`config.mk`:
```
export PLATFORM = sky130hd
export DESIGN_NAME = pipe_hazard_ctrl
export DESIGN_NICKNAME = d
export VERILOG_FILES = /design/src/rtl/pipe_hazard_ctrl.sv
export SDC_FILE = /design/constraint.sdc
export NUM_CORES = 1
export LEC_CHECK = 0
export ABC_AREA = 1
export CORE_MARGIN = 8
export CORE_UTILIZATION = 53
export DETAILED_ROUTE_END_ITERATION = 10
export PLACE_DENSITY = 0.84
export RECOVER_POWER = 100
export SETUP_SLACK_MARGIN = 0.3
export SYNTH_ARGS = -nofsm -noshare
export SYNTH_HDL_FRONTEND = slang
export SYNTH_SLANG_ARGS = --single-unit
```
`constraint.sdc`:
```
create_clock -name clk -period 1.75 [get_ports clk]
set_input_delay 0.35 -clock clk [delete_from_list [all_inputs] [get_ports clk]]
set_output_delay 0.35 -clock clk [all_outputs]
set_load 0.02 [all_outputs]
```
`src/rtl/pipe_hazard_ctrl.sv`:
```
// Hazard and forwarding controller for the five-stage LEGv8 pipeline.
// Keeps shadow ID/EX, EX/MEM, MEM/WB register-field records and drives stall, flush and forward controls.
module pipe_hazard_ctrl #(
    parameter int NREG_BITS = 5,
    parameter int CNT_W     = 16
) (
    input  logic                 clk,
    input  logic                 reset,
    input  logic                 id_valid,
    input  logic [NREG_BITS-1:0] id_rs1,
    input  logic [NREG_BITS-1:0] id_rs2,
    input  logic                 id_use_rs1,
    input  logic                 id_use_rs2,
    input  logic [NREG_BITS-1:0] id_rd,
    input  logic                 id_regwrite,
    input  logic                 id_memread,
    input  logic                 ex_take_branch,
    input  logic                 mem_busy,
    output logic                 pc_write,
    output logic                 ifid_write,
    output logic                 ifid_flush,
    output logic                 idex_bubble,
    output logic [1:0]           fwd_a,
    output logic [1:0]           fwd_b,
    output logic [CNT_W-1:0]     stall_cnt,
    output logic [CNT_W-1:0]     flush_cnt
);

    localparam logic [NREG_BITS-1:0] XZR     = {NREG_BITS{1'b1}};
    localparam logic [CNT_W-1:0]     CNT_MAX = {CNT_W{1'b1}};
    localparam logic [CNT_W-1:0]     CNT_ONE = {{(CNT_W-1){1'b0}}, 1'b1};

    // EX record
    logic                 ex_v_q,    ex_v_d;
    logic [NREG_BITS-1:0] ex_rs1_q,  ex_rs1_d;
    logic [NREG_BITS-1:0] ex_rs2_q,  ex_rs2_d;
    logic                 ex_use1_q, ex_use1_d;
    logic                 ex_use2_q, ex_use2_d;
    logic [NREG_BITS-1:0] ex_rd_q,   ex_rd_d;
    logic                 ex_rw_q,   ex_rw_d;
    logic                 ex_mr_q,   ex_mr_d;
    // MEM and WB records
    logic                 mem_v_q,   mem_v_d;
    logic [NREG_BITS-1:0] mem_rd_q,  mem_rd_d;
    logic                 mem_rw_q,  mem_rw_d;
    logic                 wb_v_q,    wb_v_d;
    logic [NREG_BITS-1:0] wb_rd_q,   wb_rd_d;
    logic                 wb_rw_q,   wb_rw_d;
    // statistics
    logic [CNT_W-1:0]     stall_cnt_q, stall_cnt_d;
    logic [CNT_W-1:0]     flush_cnt_q, flush_cnt_d;

    logic lu_s;
    logic pc_write_s;
    logic ifid_write_s;
    logic ifid_flush_s;
    logic idex_bubble_s;
    logic stall_evt_s;
    logic flush_evt_s;

    // A record is a producer for rs only if it is live, writes, and its target is not XZR.
    function automatic logic src_match(
        input logic                 v,
        input logic                 rw,
        input logic [NREG_BITS-1:0] rd,
        input logic [NREG_BITS-1:0] rs
    );
        return v & rw & (rd != XZR) & (rd == rs);
    endfunction

    // Newest producer wins: EX/MEM ALUOut over MEM/WB write data.
    function automatic logic [1:0] fwd_sel(
        input logic                 ex_v,
        input logic                 use_op,
        input logic [NREG_BITS-1:0] rs
    );
        logic [1:0] sel;
        sel = 2'b00;
        if (ex_v & use_op) begin
            if (src_match(mem_v_q, mem_rw_q, mem_rd_q, rs)) begin
                sel = 2'b10;
            end else if (src_match(wb_v_q, wb_rw_q, wb_rd_q, rs)) begin
                sel = 2'b01;
            end else begin
                sel = 2'b00;
            end
        end else begin
            sel = 2'b00;
        end
        return sel;
    endfunction

    // Load-use hazard between the ID reader and a load sitting in EX.
    always_comb begin
        lu_s = id_valid & ex_v_q & ex_mr_q & (ex_rd_q != XZR) &
               ((id_use_rs1 & (id_rs1 == ex_rd_q)) | (id_use_rs2 & (id_rs2 == ex_rd_q)));
    end

    // Prioritised pipeline control; reset forces the safe "squash everything" pattern.
    always_comb begin
        pc_write_s    = 1'b0;
        ifid_write_s  = 1'b0;
        ifid_flush_s  = 1'b0;
        idex_bubble_s = 1'b0;
        stall_evt_s   = 1'b0;
        flush_evt_s   = 1'b0;
        if (!reset) begin
            ifid_flush_s  = 1'b1;
            idex_bubble_s = 1'b1;
        end else if (mem_busy) begin
            pc_write_s    = 1'b0;
            ifid_write_s  = 1'b0;
        end else if (ex_take_branch) begin
            pc_write_s    = 1'b1;
            ifid_write_s  = 1'b1;
            ifid_flush_s  = 1'b1;
            idex_bubble_s = 1'b1;
            flush_evt_s   = 1'b1;
        end else if (lu_s) begin
            idex_bubble_s = 1'b1;
            stall_evt_s   = 1'b1;
        end else begin
            pc_write_s    = 1'b1;
            ifid_write_s  = 1'b1;
        end
    end

    // Next-state for records and counters; a busy data memory freezes everything.
    always_comb begin
        ex_v_d      = ex_v_q;
        ex_rs1_d    = ex_rs1_q;
        ex_rs2_d    = ex_rs2_q;
        ex_use1_d   = ex_use1_q;
        ex_use2_d   = ex_use2_q;
        ex_rd_d     = ex_rd_q;
        ex_rw_d     = ex_rw_q;
        ex_mr_d     = ex_mr_q;
        mem_v_d     = mem_v_q;
        mem_rd_d    = mem_rd_q;
        mem_rw_d    = mem_rw_q;
        wb_v_d      = wb_v_q;
        wb_rd_d     = wb_rd_q;
        wb_rw_d     = wb_rw_q;
        stall_cnt_d = stall_cnt_q;
        flush_cnt_d = flush_cnt_q;
        if (!mem_busy) begin
            wb_v_d    = mem_v_q;
            wb_rd_d   = mem_rd_q;
            wb_rw_d   = mem_rw_q;
            mem_v_d   = ex_v_q;
            mem_rd_d  = ex_rd_q;
            mem_rw_d  = ex_rw_q;
            ex_v_d    = id_valid & ~idex_bubble_s;
            ex_rs1_d  = id_rs1;
            ex_rs2_d  = id_rs2;
            ex_use1_d = id_use_rs1 & ~idex_bubble_s;
            ex_use2_d = id_use_rs2 & ~idex_bubble_s;
            ex_rd_d   = id_rd;
            ex_rw_d   = id_regwrite & ~idex_bubble_s;
            ex_mr_d   = id_memread & ~idex_bubble_s;
            if (stall_evt_s && (stall_cnt_q != CNT_MAX)) begin
                stall_cnt_d = stall_cnt_q + CNT_ONE;
            end else begin
                stall_cnt_d = stall_cnt_q;
            end
            if (flush_evt_s && (flush_cnt_q != CNT_MAX)) begin
                flush_cnt_d = flush_cnt_q + CNT_ONE;
            end else begin
                flush_cnt_d = flush_cnt_q;
            end
        end else begin
            stall_cnt_d = stall_cnt_q;
            flush_cnt_d = flush_cnt_q;
        end
    end

    // Record and counter state.
    always_ff @(posedge clk or negedge reset) begin
        if (!reset) begin
            ex_v_q      <= 1'b0;
            ex_rs1_q    <= '0;
            ex_rs2_q    <= '0;
            ex_use1_q   <= 1'b0;
            ex_use2_q   <= 1'b0;
            ex_rd_q     <= '0;
            ex_rw_q     <= 1'b0;
            ex_mr_q     <= 1'b0;
            mem_v_q     <= 1'b0;
            mem_rd_q    <= '0;
            mem_rw_q    <= 1'b0;
            wb_v_q      <= 1'b0;
            wb_rd_q     <= '0;
            wb_rw_q     <= 1'b0;
            stall_cnt_q <= '0;
            flush_cnt_q <= '0;
        end else begin
            ex_v_q      <= ex_v_d;
            ex_rs1_q    <= ex_rs1_d;
            ex_rs2_q    <= ex_rs2_d;
            ex_use1_q   <= ex_use1_d;
            ex_use2_q   <= ex_use2_d;
            ex_rd_q     <= ex_rd_d;
            ex_rw_q     <= ex_rw_d;
            ex_mr_q     <= ex_mr_d;
            mem_v_q     <= mem_v_d;
            mem_rd_q    <= mem_rd_d;
            mem_rw_q    <= mem_rw_d;
            wb_v_q      <= wb_v_d;
            wb_rd_q     <= wb_rd_d;
            wb_rw_q     <= wb_rw_d;
            stall_cnt_q <= stall_cnt_d;
            flush_cnt_q <= flush_cnt_d;
        end
    end

    assign pc_write    = pc_write_s;
    assign ifid_write  = ifid_write_s;
    assign ifid_flush  = ifid_flush_s;
    assign idex_bubble = idex_bubble_s;
    assign fwd_a       = fwd_sel(ex_v_q, ex_use1_q, ex_rs1_q);
    assign fwd_b       = fwd_sel(ex_v_q, ex_use2_q, ex_rs2_q);
    assign stall_cnt   = stall_cnt_q;
    assign flush_cnt   = flush_cnt_q;

endmodule

```
==> impl_metrics.ini, run 1 <==
[placement]
gpl.final_weighted_congestion = 0.912
buffer_ports.inserted = 63
placed_inst_area_sq_um = 4750
place.detailed.hpwl_mm = 7.41
dpl.cell_count = 654

[route]
via_count = 4121
drt_pass1_iterations = 7
wl_per_cell_microns = 20.3
drt-total-wl_mm = 14.2
drtAntennaViolNets = 0
drc = 0
post_drt_via_cell_ratio = 5.90
first_iter_violations = 398

[critical_path]
crit_path_top_delay_cell = sky130_fd_sc_hd__dfrtp_1
crit_type = flop to output pin
worstPathCellList = inv_2, nor3_1, nor3_1, buf_4, nand4_1, nor2b_4, buf_6
critical_path.endpoint_type = output pin
worst-path-max-fanout = 4
critPathLaunchType = flop
timing.critical_path.slowest_cell_delay_ps = 420
critPathArrivalTime_ps = 1870
worstPathRequired_ps = 1400
crit_path_frequent_cell = sky130_fd_sc_hd__nor3_1

[grt]
grt_max_degree = 40
grt_overflow = 0
first_pass_grt_wire_length_mm = 17.9
gr-usage-all-layers_pct = 23.0
grt_antenna_before_repair = 1
vias_in_the_first_global_route = 3834

[pwr]
total_leakage_power_uw = 0.00270
power.density_cell_area_nw_per_um2 = 724
irDropWorstVdd_uv = 856
fin_total_pwr_uw = 4030

[clocking]
tritoncts = built
clk_latency_ps = 340
cts.clk_slew.worst_paths_ps = 70
inserted_clock_buffers = 9
clock-sinks = 66
clock_tree.buffer_depth = 2
clockRootBuffer = sky130_fd_sc_hd__clkbuf_8
clock_tree.htree_level_count = 3
cts_hold_buffers = 0

[yosys]
synth_area_leader_cell = sky130_fd_sc_hd__dfrtp_1
synth.top_cell.area_share_pct = 46.2
synth.cell_area_sq_um = 3580
yosys_warnings = 0
syn_avg_cell_area_sq_um = 7.60
synthesis.nets = 497
syn_inst = 471
synth.ff_latch_count = 66
ys_top_cells_by_area = sky130_fd_sc_hd__dfrtp_1 46%, sky130_fd_sc_hd__nand2_1 16%, sky130_fd_sc_hd__inv_1 5.9%
yosysUniqueCellTypes = 27
seq_area_frac_synth_pct = 46.2

[floorplan]
die_h_microns = 98.2
design.die.area_sq_um = 9640
placementRows = 30
fp.dieW_microns = 98.2
core_region_area_sq_um = 6680
initial_utilization_pct = 53.6
io_pins = 64

[sta]
relSlewSlack_pct = 33.7
setup_repair_after_global_routing_missed_its_margin = true
final_hold_viol_count = 0
achievable-frequency_ghz = 0.451
setup_violations = 39
fin_crit_sh_pct = 127
hold-worst-slack_ps = 332
final-max-slew-violation-count = 0
fin_skew_ps = 14.1
measured_slew_at_the_worst_slew_check_pin_ps = 994
final_period_minus_worst_setup_slack_ps = 2220
setup_slack_ps = -469

[flow_run]
max_cap_viol_count = 0

[cells_and_area]
final-instance-count-excl-fill = 699
layout.cells.most_common_list = 117 x sky130_fd_sc_hd__nand2_1, 61 x sky130_fd_sc_hd__dfrtp_1, 54 x sky130_fd_sc_hd__inv_1
final_design_area_no_fill_sq_um = 5570
drive_above_1_share_pct = 35.6
flow.area_growth_from_synthesis_pct = 55.7
fin_nets = 639
final_common_cell = sky130_fd_sc_hd__nand2_1
post-route-util_pct = 83.4

[worst_hold_path]
hold_class = input pin to flop

[outcome]
violated_checks = setup timing
outcome = finished with violations
==> kinds of logic after synthesis <==
logic type	after synthesis	synth area share (%)
compound gates	37	5.21
simple gates	261	31.6
fa+ha+maj	2	0.699
buf+inv	73	8.29
flops	66	46.2
xor+xnor	32	8.04
==> final timing paths <==
path	slack (ps)	startpoint	endpoint	cells after the start
worst min register to register	490	ex_use2_q$_DFFE_PN0N_	ex_use2_q$_DFFE_PN0N_	2
worst max-delay path	-470	mem_rd_q[0]$_DFFE_PN0N_	fwd_a[0]	7
worst max register to register	-250	ex_rd_q[4]$_DFFE_PN0N_	stall_cnt[7]$_DFFE_PN0P_	14
max in group asynchronous	280	reset	flush_cnt[8]$_DFFE_PN0P_	3
min in group asynchronous	350	reset	ex_rs1_q[2]$_DFFE_PN0N_	2
worst min-delay path	330	id_rs2[1]	ex_rs2_q[1]$_DFFE_PN0N_	3
==> registers in the layout (all words and copies together), names as in the netlist <==
name	count
ex_rs2_q	5
wb_rd_q	5
ex_rw_q	1
ex_use1_q	1
ex_use2_q	1
ex_rd_q	5
ex_v_q	1
stall_cnt	16
ex_rs1_q	5
flush_cnt	16
mem_v_q	1
mem_rd_q	5
mem_rw_q	1
wb_rw_q	1
ex_mr_q	1
wb_v_q	1
==> synthesized netlist by cell type (all sizes together) <==
master,instances
nand2,151
dfrtp,66
inv,63
nor2,39
o21ai,35
nand3,33
nor3,20
xor2,19
xnor2,13
nand4,11
clkbuf,7
buf,3
nor4,3
ha,2
nor2b,2
a21oi,1
a31oi,1
and3,1
nand3b,1
==> cell type report <==
| class | instances | area, sq um |
|---|---|---|
| timing repair buffer | 141 | 1270 |
| fill | 356 | 1110 |
| multi-input combinational | 332 | 2120 |
| clock inverter | 7 | 46.3 |
| sequential | 66 | 1660 |
| inverter | 63 | 249 |
| antenna | 1 | 2.50 |
| clock buffer | 9 | 124 |
| tap | 80 | 100 |
==> routing by layer <==
| layer | track usage (%) | wire length (microns) |
|---|---|---|
| met5 | 0 | 0 |
| met4 | 9.80 | 745 |
| met3 | 5.19 | 1140 |
| met2 | 40.2 | 7160 |
| met1 | 26.3 | 5130 |
==> report_power, final <==
group	switching [uW]	internal, uW
clock	646	508
combinational	574	474
sequential	170	1660
==> what timing repair did <==
item                                   4_1_cts  5_1_grt
pin swaps                                   23       43
setup buffers                                8       17
endpoints found under the hold margin        0        0
gates cloned                                 3        0
resized for setup                          168      126
setup endpoints to repair                   77       66
==> through the flow <==
stage | setup TNS [ps] | worst slack [ps]
finish | -6780 | -469
global route | -9810 | -533
CTS | -3890 | -363
detailed placement | -14300 | -780
global placement | -13540 | -777
floorplan | 0 | 176
==> critical path: cells and delay by family, from the launching register on <==
kind                   cells  cell delay [ps]
buffers and inverters      3              360
DFF                        1              420
and+or+nand+nor            4              760
(Power assumes the default switching activity.)
==> run 2, diff against run 1 <==
--- a/config.mk
+++ b/config.mk
@@ -12,6 +12,7 @@
 export PLACE_DENSITY = 0.84
 export RECOVER_POWER = 100
 export SETUP_SLACK_MARGIN = 0.3
+export SLEW_MARGIN = 20
 export SYNTH_ARGS = -nofsm -noshare
 export SYNTH_HDL_FRONTEND = slang
 export SYNTH_SLANG_ARGS = --single-unit
==> results of run 2 <==
Same layout as run 1: the final DEF is identical, and so are final timing and power.
==> run 3, diff against run 2 <==
--- a/config.mk
+++ b/config.mk
@@ -5,9 +5,9 @@
 export SDC_FILE = /design/constraint.sdc
 export NUM_CORES = 1
 export LEC_CHECK = 0
-export ABC_AREA = 1
+export ABC_AREA = 0
 export CORE_MARGIN = 8
-export CORE_UTILIZATION = 53
+export CORE_UTILIZATION = 52
 export DETAILED_ROUTE_END_ITERATION = 10
 export PLACE_DENSITY = 0.84
 export RECOVER_POWER = 100
==> run 3 against run 2 <==
Against the previous run: the flow still finishes with violations (setup timing); die area is 4.2% lower; final cell count is 29% lower; synthesized area is 6.8% lower; critical endpoint is now ifid_write; largest cell class unchanged.
==> impl_metrics.ini, run 3 <==
[grt]
vias_in_the_first_global_route = 2981
grt_overflow = 0
grt_max_degree = 67
grt_antenna_before_repair = 0
gr-usage-all-layers_pct = 20.2
first_pass_grt_wire_length_mm = 14.5

[yosys]
count_of_flip_flops_with_a_built_in_enable_after_synthesis = 0
yosysUniqueCellTypes = 37
synth.top_cell.area_share_pct = 49.5
synth_top_flop_cell = sky130_fd_sc_hd__dfrtp_1
seq_area_frac_synth_pct = 49.5
yosys_warnings = 0
ys_top_cells_by_area = sky130_fd_sc_hd__dfrtp_1 50%, sky130_fd_sc_hd__xnor2_1 13%, sky130_fd_sc_hd__mux2_2 9.5%
synth_area_leader_cell = sky130_fd_sc_hd__dfrtp_1
synth.cell_area_sq_um = 3340
ys_top_cells_by_count = 66 x sky130_fd_sc_hd__dfrtp_1, 49 x sky130_fd_sc_hd__xnor2_1, 28 x sky130_fd_sc_hd__mux2_2
synth.ff_latch_count = 66
syn_avg_cell_area_sq_um = 11.7
synth_most_common_cell = sky130_fd_sc_hd__dfrtp_1
syn_inst = 284
asyncSetResetFlopFracSynth_pct = 100
synthesis.nets = 310

[critical_path]
critPathLaunchType = input pin
critical_path.endpoint_type = output pin
crit_path_top_delay_cell = sky130_fd_sc_hd__clkdlybuf4s50_1
timing.critical_path.slowest_cell_delay_ps = 470
worstPathCellList = clkdlybuf4s50_1, xnor2_1, nand4_1, o22ai_4, nand2_4, o21a_4, buf_6
worstPathBufferInverterCount = 2
worst-r2r-setup-slack_ps = -200
worst-path-max-fanout = 2
timing.critical_path.max_delay_family = buffers and inverters
worstPathRequired_ps = 1400
crit_type = input pin to output pin
critPathArrivalTime_ps = 1830

[cells_and_area]
drive_above_1_share_pct = 51.0
flow.area_growth_from_synthesis_pct = 47.5
final-instance-count-excl-fill = 495
final_design_area_no_fill_sq_um = 4920
final_common_cell = sky130_fd_sc_hd__buf_4
layout.cells.most_common_list = 57 x sky130_fd_sc_hd__buf_4, 43 x sky130_fd_sc_hd__xnor2_1, 42 x sky130_fd_sc_hd__dfrtp_1
antenna_cells = 0
fin_nets = 439
nFillCells = 371
post-route-util_pct = 78.4

[sta]
fin_crit_sh_pct = 124
measured_slew_at_the_worst_slew_check_pin_ps = 834
final-max-slew-violation-count = 0
final_hold_viol_count = 0
setup_violations = 27
achievable-frequency_ghz = 0.459
setup_slack_ps = -427
setup_total_negative_slack_ps = -3980
final_period_minus_worst_setup_slack_ps = 2180
setup_repair_after_global_routing_missed_its_margin = true
fin_skew_ps = 10.8
relSlewSlack_pct = 44.4

[clocking]
cts.clk_slew.worst_paths_ps = 70
cts_hold_buffers = 0
inserted_clock_buffers = 9
clock_tree.buffer_depth = 2
tritoncts = built
clock_tree.htree_level_count = 3
clockRootBuffer = sky130_fd_sc_hd__clkbuf_8
clock-sinks = 66
clk_latency_ps = 330

[pwr]
relative_contribution_of_combinational_cells_to_total_power_pct = 25.1
netSwitchingFraction_pct = 30.5
power_frac_clock_pct = 28.6
total_switching_power_uw = 1250
total_leakage_power_uw = 0.00216
irDropWorstVdd_uv = 929
power.density_cell_area_nw_per_um2 = 834
sequentialPowerShare_pct = 46.3
internal-power_uw = 2850

[placement]
place.detailed.hpwl_mm = 6.36
place_worst_setup_slack_ps = -867
gpl.final_weighted_congestion = 0.863
buffer_ports.inserted = 63
dpl.cell_count = 461
placed_inst_area_sq_um = 4490

[route]
drt-total-wl_mm = 9.62
drt_pass1_iterations = 4
first_iter_violations = 120
post_drt_via_cell_ratio = 5.63
drc = 0
via_count = 2789
wl_per_cell_microns = 19.4
drtAntennaViolNets = 0

[floorplan]
die_h_microns = 96.1
io_pins = 64
fp.dieW_microns = 96.1
core_region_area_sq_um = 6280
placementRows = 29
design.die.area_sq_um = 9230
initial_utilization_pct = 53.1

[flow_run]
max_cap_viol_count = 0

[outcome]
violated_checks = setup timing
outcome = finished with violations

[worst_hold_path]
hold_class = input pin to flop
run 3: final timing paths:
| path | from | endpoint | cells after the start |
|---|---|---|---|
| setup / recovery | id_rs1[0] | ifid_write | 7 |
| hold / removal | id_rs2[4] | ex_rs2_q[4]$_DFFE_PN0N_ | 2 |
| setup reg to reg | ex_rd_q[0]$_DFFE_PN0N_ | stall_cnt[1]$_DFFE_PN0P_ | 6 |
| hold reg to reg | stall_cnt[14]$_DFFE_PN0P_ | stall_cnt[14]$_DFFE_PN0P_ | 1 |
| max in group asynchronous | reset | flush_cnt[0]$_DFFE_PN0P_ | 3 |
| min in group asynchronous | reset | flush_cnt[6]$_DFFE_PN0P_ | 3 |
run 3: cell families (layout without fill, tap and decap cells):
kind of cell / Yosys count / in the layout / synth area share [%]
DFF: 66 / 66 / 49.5
xor gates and xnor gates: 59 / 59 / 15.5
muxes: 30 / 30 / 10.1
buffers and inverters: 9 / 143 / 1.39
and+or+nand+nor: 97 / 97 / 17.4
AOI/OAI and AO/OA: 21 / 21 / 5.36
adders and majority gates: 2 / 2 / 0.750
run 3: final cells by class:
cell class,count,area [sq um],share of cell area [%]
clock buffer,12,155,3.15
clock inverter,4,26.3,0.534
inverter,2,7.51,0.153
multi-input combinational,209,1920,39.0
sequential,66,1680,34.2
tap,77,96.3,1.96
timing repair buffer,125,1030,21.0
run 3: through the flow:
stage          hold WS [ps]  power (uW)
4_1_cts                 369        3990
2_1_floorplan          54.4        2330
6_report                336        4100
5_1_grt                 356        4260
3_5_place_dp            478        2760
3_3_place_gp            471        2720
run 3: repair_timing:
| action | 4_1_cts | 5_1_grt |
|---|---|---|
| pin swaps | 34 | 26 |
| hold endpoints to repair | 0 | 0 |
| setup buffers | 11 | 7 |
| endpoints found under the setup margin | 76 | 66 |
| resized for setup | 140 | 50 |
run 3: power by group through the flow:
stage	registers, uW	clock network (uW)	logic [uW]
floorplan	1930	0	392
global placement	1910	0	809
detailed placement	1910	0	849
CTS	1880	1190	925
global route	1910	1250	1100
finish	1900	1170	1030
run 3: layer usage:
metal	track usage (%)	routed length [microns]	share of wire [%]
met1	25.0	4010	42
met2	33.8	4940	51
met3	4.91	481	5.0
met4	6.53	183	1.9
met5	0	0	0
